$ cat src/rtl/pc_unit.sv
// Fetch-stage program counter for the pipelined WISC core: sequential/B/BR
// next-PC selection, stall hold, late-stage redirect and a squashable halt.
module pc_unit #(
  parameter int                  PC_WIDTH          = 16,
  parameter logic [PC_WIDTH-1:0] RESET_VECTOR      = '0,
  parameter bit                  HALT_NEEDS_COMMIT = 1'b1
) (
  input  logic                clk,
  input  logic                rst_n,
  input  logic [15:0]         instruction,
  input  logic [PC_WIDTH-1:0] branch_reg_val,
  input  logic [2:0]          flags,
  input  logic                stall,
  input  logic                redirect_valid,
  input  logic [PC_WIDTH-1:0] redirect_pc,
  input  logic                halt_commit,
  output logic [PC_WIDTH-1:0] pc,
  output logic [PC_WIDTH-1:0] pc_plus_two,
  output logic                branch_taken,
  output logic                halted
);

  typedef enum logic [1:0] {
    RUN          = 2'b00,
    HALT_PENDING = 2'b01,
    HALTED       = 2'b10
  } state_t;

  localparam logic [3:0] OP_B   = 4'hC;
  localparam logic [3:0] OP_BR  = 4'hD;
  localparam logic [3:0] OP_HLT = 4'hF;

  // flags arrive as {N, Z, V}
  function automatic logic cond_met(input logic [2:0] cond, input logic [2:0] nzv);
    logic n, z, v;
    n = nzv[2];
    z = nzv[1];
    v = nzv[0];
    case (cond)
      3'd0:    cond_met = ~z;
      3'd1:    cond_met = z;
      3'd2:    cond_met = ~z & ~n;
      3'd3:    cond_met = n;
      3'd4:    cond_met = z | (~z & ~n);
      3'd5:    cond_met = n | z;
      3'd6:    cond_met = v;
      default: cond_met = 1'b1;
    endcase
  endfunction

  state_t                     state_p0, state_nxt;
  logic [PC_WIDTH-1:0]        pc_p0, pc_nxt;
  logic                       halted_p0;

  logic [3:0]                 opcode;
  logic signed [8:0]          offset;
  logic signed [PC_WIDTH-1:0] offset_ext;
  logic [PC_WIDTH-1:0]        b_target;
  logic [PC_WIDTH-1:0]        branch_target;
  logic                       is_branch;

  assign opcode      = instruction[15:12];
  assign offset      = instruction[8:0];
  assign offset_ext  = PC_WIDTH'(offset);
  assign pc_plus_two = pc_p0 + PC_WIDTH'(2);

  // Word offset: the shifted sign-extended value wraps with the PC sum.
  assign b_target      = pc_plus_two + $unsigned(offset_ext <<< 1);
  assign branch_target = (opcode == OP_B) ? b_target : branch_reg_val;
  assign is_branch     = (opcode == OP_B) || (opcode == OP_BR);

  assign branch_taken = (state_p0 == RUN) & ~stall & ~redirect_valid & is_branch &
                        cond_met(instruction[11:9], flags);

  always_comb begin
    state_nxt = state_p0;
    pc_nxt    = pc_p0;
    if (state_p0 == HALTED) begin
      state_nxt = HALTED;
    end else if (redirect_valid) begin
      pc_nxt    = redirect_pc;
      state_nxt = RUN;
    end else if (state_p0 == HALT_PENDING) begin
      if (halt_commit) state_nxt = HALTED;
    end else if (stall) begin
      state_nxt = state_p0;
    end else if (opcode == OP_HLT) begin
      state_nxt = HALT_NEEDS_COMMIT ? HALT_PENDING : HALTED;
    end else if (branch_taken) begin
      pc_nxt = branch_target;
    end else begin
      pc_nxt = pc_plus_two;
    end
  end

  // ---- stage p0: fetch PC and halt state registers ----
  always_ff @(posedge clk) begin
    if (!rst_n) begin
      state_p0  <= RUN;
      pc_p0     <= RESET_VECTOR;
      halted_p0 <= 1'b0;
    end else begin
      state_p0  <= state_nxt;
      pc_p0     <= pc_nxt;
      halted_p0 <= (state_nxt == HALTED);
    end
  end

  assign pc     = pc_p0;
  assign halted = halted_p0;

endmodule

$ cat config.mk
export PLATFORM = sky130hd
export DESIGN_NAME = pc_unit
export DESIGN_NICKNAME = d
export VERILOG_FILES = /design/src/rtl/pc_unit.sv
export SDC_FILE = /design/constraint.sdc
export NUM_CORES = 1
export LEC_CHECK = 0
export CAP_MARGIN = 30
export CORE_MARGIN = 1
export CORE_UTILIZATION = 40
export DETAILED_ROUTE_END_ITERATION = 6
export GPL_ROUTABILITY_DRIVEN = 0
export GPL_TIMING_DRIVEN = 0
export PLACE_DENSITY = 0.82
export REMOVE_ABC_BUFFERS = 1
export SLEW_MARGIN = 20
export SYNTH_ARGS = -nofsm -noshare
export SYNTH_HDL_FRONTEND = slang
export SYNTH_SLANG_ARGS = --single-unit
$ cat constraint.sdc
create_clock -name clk -period 2.63 [get_ports clk]
set_clock_uncertainty 0.05 [all_clocks]
set_input_delay 0.263 -clock clk [delete_from_list [all_inputs] [get_ports clk]]
set_output_delay 0.263 -clock clk [all_outputs]
set_load 0.01 [all_outputs]
Word level (Yosys, flattened, before mapping)
Index checks and enable logic that the tools add are counted.
Word-level totals
  bits in registers: 19
  word-level logic and storage cells: 49
  output and inout port bits: 34
Cells by class
  reduce and logical (&&, ||, !) cells: 4
  bitwise logic cells: 12
  $add $sub $neg: 2
  equality and inequality tests: 15
  mux-type cells: 13
Operators by type and width (count)
  2-to-1 mux 16 bit: 6
  adder 16 bit: 1
  adder 16 x 2 -> 16 bit (second input constant): 1
  == test 4 bit (second input constant): 3
  2-to-1 mux 2 bit: 6
  == test 3 bit (second input constant): 3
  one-hot mux 1 bit (7 select lines): 1
  == test 3 x 2 -> 1 bit (second input constant): 2
  bitwise AND 1 bit: 5
  inverter 1 bit: 5
  == test 2 bit (second input constant): 2
  inequality test 2 bit (second input constant): 2
  AND reduction 4 bit: 1
  == test 3 x 1 -> 1 bit (second input constant): 1
  logical NOT 3 bit: 1
  == test 2 x 1 -> 1 bit (second input constant): 1
  logical NOT 2 bit: 1
  inequality test 2 x 1 -> 1 bit (second input constant): 1
  OR 1 bit: 2
  logical OR 1 bit: 1

Longest topological paths before layout
  depth in word-level cells: 10
  depth in mapped cells: 12
  gate-level depth less buffers: 12

Worst setup path after synthesis
Ideal clock, no wire load.
  kind: register to register
  start point: register pc_p0[1], in the netlist pc[1]
  end point: register pc_p0[15], in the netlist pc[15]
  required time: 2510 ps
  cell stages (with the launch flop): 13
  path buffers: 0
  period minus slack after synthesis: 2848 ps
  path slack: -218 ps
  arrival time: 2728 ps
  path through: dfxtp_1 ha_1 inv_1 nor4_1 xor2_1 ha_1 o21ai_0 a21oi_1 nor2_1 a31oi_1 xnor2_1 o221ai_1 a21oi_1
On the way
  word-level cells in the longest chain between the ends: 8
Ends and longest elaborated chain
  start, declared: line 52  | logic [PC_WIDTH-1:0] pc_p0, pc_nxt;
  start signal, assigned: line 104  | pc_p0 <= pc_nxt;
  adder 16 x 2 -> 16 bit: line 65  | assign pc_plus_two = pc_p0 + PC_WIDTH'(2);
  net pc_plus_two[13]: line 18  | output logic [PC_WIDTH-1:0] pc_plus_two,
  adder 16 bit: line 68  | assign b_target = pc_plus_two + $unsigned(offset_ext <<< 1);
  2-to-1 mux 16 bit: line 69  | assign branch_target = (opcode == OP_B) ? b_target : branch_reg_val;
  2-to-1 mux 16 bit: line 89  | end else if (branch_taken) begin
  2-to-1 mux 16 bit: line 87  | end else if (opcode == OP_HLT) begin
  2-to-1 mux 16 bit: line 85  | end else if (stall) begin
  2-to-1 mux 16 bit: line 83  | end else if (state_p0 == HALT_PENDING) begin
  2-to-1 mux 16 bit: line 80  | end else if (redirect_valid) begin
The timed path passes the listed nets, and every way through them passes these cells. The select of a mux whose other input is x is not followed.
A chain may end at the register's enable or synchronous reset.

Final worst setup path
  start point: register pc_p0[6], in the netlist pc[6]
  end point: register pc_p0[15], in the netlist pc[15]
On the way
  word-level cells in the longest chain between the ends: 8
Ends and longest elaborated chain (line)
  adder 16 x 2 -> 16 bit *: 65
  adder 16 bit: 68
  2-to-1 mux 16 bit: 69
  2-to-1 mux 16 bit *: 89
  2-to-1 mux 16 bit *: 87
  2-to-1 mux 16 bit *: 85
  2-to-1 mux 16 bit *: 83
  2-to-1 mux 16 bit *: 80
Mark *: on every way between the ends. The rest lies on a longest branch, timed or not. The select of a mux whose other input is x is not followed.

==> flow_summary.toml <==
[status]
status = "complete, but fails checks"
failed_checks = "setup timing"

[die]
ios = 90
die_area_sq_um = 6072
die_y_microns = 77.93
rows = 27
start_util = 0.4162
fp.coreArea_sq_um = 5540
die_x_microns = 77.93

[worst_setup_path]
crit_cells = 13
arrival_ps = 2900
crit_path_start = "pc[6]$_SDFFE_PN0P_"
path_cells = "nand4_1 > nor2_2 > buf_4 > nand3_1 > xnor2_1 > ha_1 > o21ai_4 > a21oi_2 > nor2_1 > a31oi_1 > xnor2_1 > o221ai_1 > a21oi_1"
crit_type = "flip-flop to flip-flop"
r2r_slack_ps = -130
cp_slowest_cell = "ha_1"
reg2reg_depth = 13
startpoint_type = "flip-flop"
path_buf_inv = 1
slowest_delay_ps = 380
r2r_start = "pc[6]$_SDFFE_PN0P_"
crit_path_end_kind = "flip-flop"
crit_required_ps = 2770
critPathTopFamily = "simple AND/OR/NAND/NOR gates"
reg2reg_to = "pc[15]$_SDFFE_PN0P_"
path_max_fanout = 3
cp-endpoint = "pc[15]$_SDFFE_PN0P_"
cp_common_cell = "xnor2_1"

[timing]
rsz0062_at_grt = "yes"
maxSlewViolCount = 0
max-slew-margin-rel = 0.3919
worst_slew_pin_slew_ps = 909.2
finalHoldViolCount = 0
post-route-min-period_ps = 2761
period_share = 1.050
finalSetupViolCount = 5
max_freq_mhz = 362.2
setup_ws_ps = -131.3

[yosys]
ys_seq_area_frac = 0.1649
synthCells = 312
synthMuxAreaShare = 0.03201
synth_compound_area_frac = 0.3039
synth_area_leaders = "dfxtp_1 16%, ha_1 9.8%, xnor2_1 5.7%, nand2_1 5.5%, a21oi_1 5.4%"
synthAdderAreaFrac = 0.1063
synthSimpleGateAreaFrac = 0.2425
async_flop_share = 0
synth_ff_type = "dfxtp_1"
synth_common_cells = "34 x nand2_1, 25 x a21oi_1, 23 x nor2_1"
synth_top_area_frac = 0.1649
synthesis.area_sq_um = 2306
synth_top_family_by_area = "compound AO/OA/AOI/OAI gates"
yosysWarnings = 0
synth_edf_count = 0
syn_area_per_cell_sq_um = 7.391
synth_cell_types = 59
yosysTopAreaCell = "dfxtp_1"
synth_most_common_cell = "nand2_1"
ys_ff_latch = 19
synth-xor-area-share = 0.1009

[cells_and_area]
drive_gt1_frac = 0.2524
final_area_sq_um = 3906
fin_nets = 496
area_delta_synth_final_pct = 69.40
antenna_cells = 0

[grt]
antenna_found_initial = 0
grt_max_degree = 29
grt_pass1_wl_microns = 13500
grt_pass1_vias = 2768
overflow = 0
grt.total_usage = 0.2783

[cts]
ctsHoldBuffers = 0
h-tree-depth = 1
cts.sinks = 19
clk_pin_slew_ps = 80
cts_made_buffers = 3
cts_tree = "done"
clock_latency_ps = 250
cts_buffer_depth = 2
root_buffer = "clkbuf_8"

[pwr]
clkPwrFrac = 0.168
ir_drop_uv = 318.8
p_seq_frac = 0.273
power_density_nw_per_um2 = 323.8
switching_power_w = 0.0004783
switching_share = 0.3781
internal_power_w = 0.0007866
comb_power_share = 0.560
power_leakage_nw = 1.504

[detailed_routing]
drcViolationCount = 0
drtIter0Drc = 344
via_count = 3106
firstDrtPassIters = 6
wl_per_cell_microns = 19.22
finalWirelength_microns = 9457
drtAntennaViolNets = 0
avgViaCountPerCell = 6.313

[worst_hold_path]
worstHoldPathType = "flip-flop to flip-flop"

[flow_run]
drv_cap = 0

[place]
postPlaceCellArea_sq_um = 3219
hpwl_microns = 5683
portBuffers = 89
place_ws_ps = -1161
==> flip-flops by register name, summed over array words and instances, names as in the netlist <==
register  flops
pc           16
halted        1
state_p0      2
==> cell families after synthesis <==
family          after synthesis
buf+inv                      24
xor+xnor                     25
mux                           7
flops                        19
simple gates                115
fa+ha+maj                    19
compound gates              103
==> worst register-to-register path, delay by kind of cell, from the launching register on <==
kind | cells | cell delay [ps]
AO/OA/AOI/OAI | 5 | 550
AND/OR/NAND/NOR | 4 | 660
flip-flops | 1 | 360
adder cells (fa/ha/maj) | 1 | 380
buffers and inverters | 1 | 150
XOR/XNOR | 2 | 550
==> worst min-delay path by stage <==
stage                                   from             endpoint  depth (start not counted)
after global routing      pc[0]$_SDFFE_PN0P_   pc[0]$_SDFFE_PN0P_                          2
after detailed placement  pc[0]$_SDFFE_PN0P_   pc[0]$_SDFFE_PN0P_                          2
final                     pc[0]$_SDFFE_PN0P_   pc[0]$_SDFFE_PN0P_                          2
after CTS                 pc[0]$_SDFFE_PN0P_   pc[0]$_SDFFE_PN0P_                          2
after global placement    pc[6]$_SDFFE_PN0P_   pc[6]$_SDFFE_PN0P_                          2
after floorplan                        rst_n  pc[12]$_SDFFE_PN0P_                          2
==> per-layer routing <==
layer | vias to the layer above | part of all wire | GRT usage
li1 | 1395 | - | -
met1 | 1463 | 0.38 | 0.3272
met2 | 201 | 0.50 | 0.5009
met3 | 47 | 0.074 | 0.04471
met4 | 0 | 0.042 | 0.1093
met5 | - | 0 | 0
==> power by group through the flow <==
stage / Sequential [W] / Clock, W / Combinational, W
2_1_floorplan: 0.000349 / 0 / 0.000281
3_3_place_gp: 0.000346 / 0 / 0.000524
3_5_place_dp: 0.000346 / 0 / 0.000537
4_1_cts: 0.000337 / 0.000210 / 0.000607
5_1_grt: 0.000347 / 0.000221 / 0.000751
6_report: 0.000345 / 0.000212 / 0.000708
==> stage by stage <==
stage	TNS, ps	hold WS, ps	cells	total power [W]	utilization
floorplan	-232.2	321.6	297	0.0006298	-
global placement	-16060	456.4	458	0.0008692	0.5788
detailed placement	-16920	467.1	459	0.0008826	0.5811
CTS	-33.80	480.0	485	0.001153	0.6518
global route	-955.2	490.3	492	0.001319	0.7051
finish	-473.5	480.3	492	0.001265	0.7051
==> final cells by class <==
cell class	count	area, sq um
Multi-Input combinational cell	269	2195
Clock buffer	4	45.04
Inverter	9	33.78
Tap cell	72	90.09
Timing Repair Buffer	119	1137
Fill cell	434	1634
Sequential cell	19	405.4
==> layout by cell type (no fill, tap or decap), types with 3 or more instances in the layout <==
cell,instances
or3_1,5
a31oi_1,6
dfxtp_4,5
clkbuf_8,3
o21ai_0,13
xor2_1,7
a21oi_4,3
a211oi_4,3
o21ai_1,6
o21ai_2,5
o211ai_1,9
nor3_1,10
ha_4,9
xnor2_1,8
ha_1,6
dfxtp_2,5
xnor2_2,7
mux2_2,3
ha_2,3
nand4_1,6
nand2b_1,4
nand3_1,13
nand2_1,34
nor2_1,19
buf_4,27
a21o_1,4
dfxtp_1,9
clkdlybuf4s50_1,86
a21oi_2,4
nor2_2,3
inv_1,9
a211oi_1,4
a21oi_1,18
==> what timing repair did <==
action                     4_1_cts  5_1_grt
setup endpoints to repair       19       11
buffers inserted                22        6
resized for setup               49       50
pin swaps                       18       24
(Power assumes the default switching activity.)
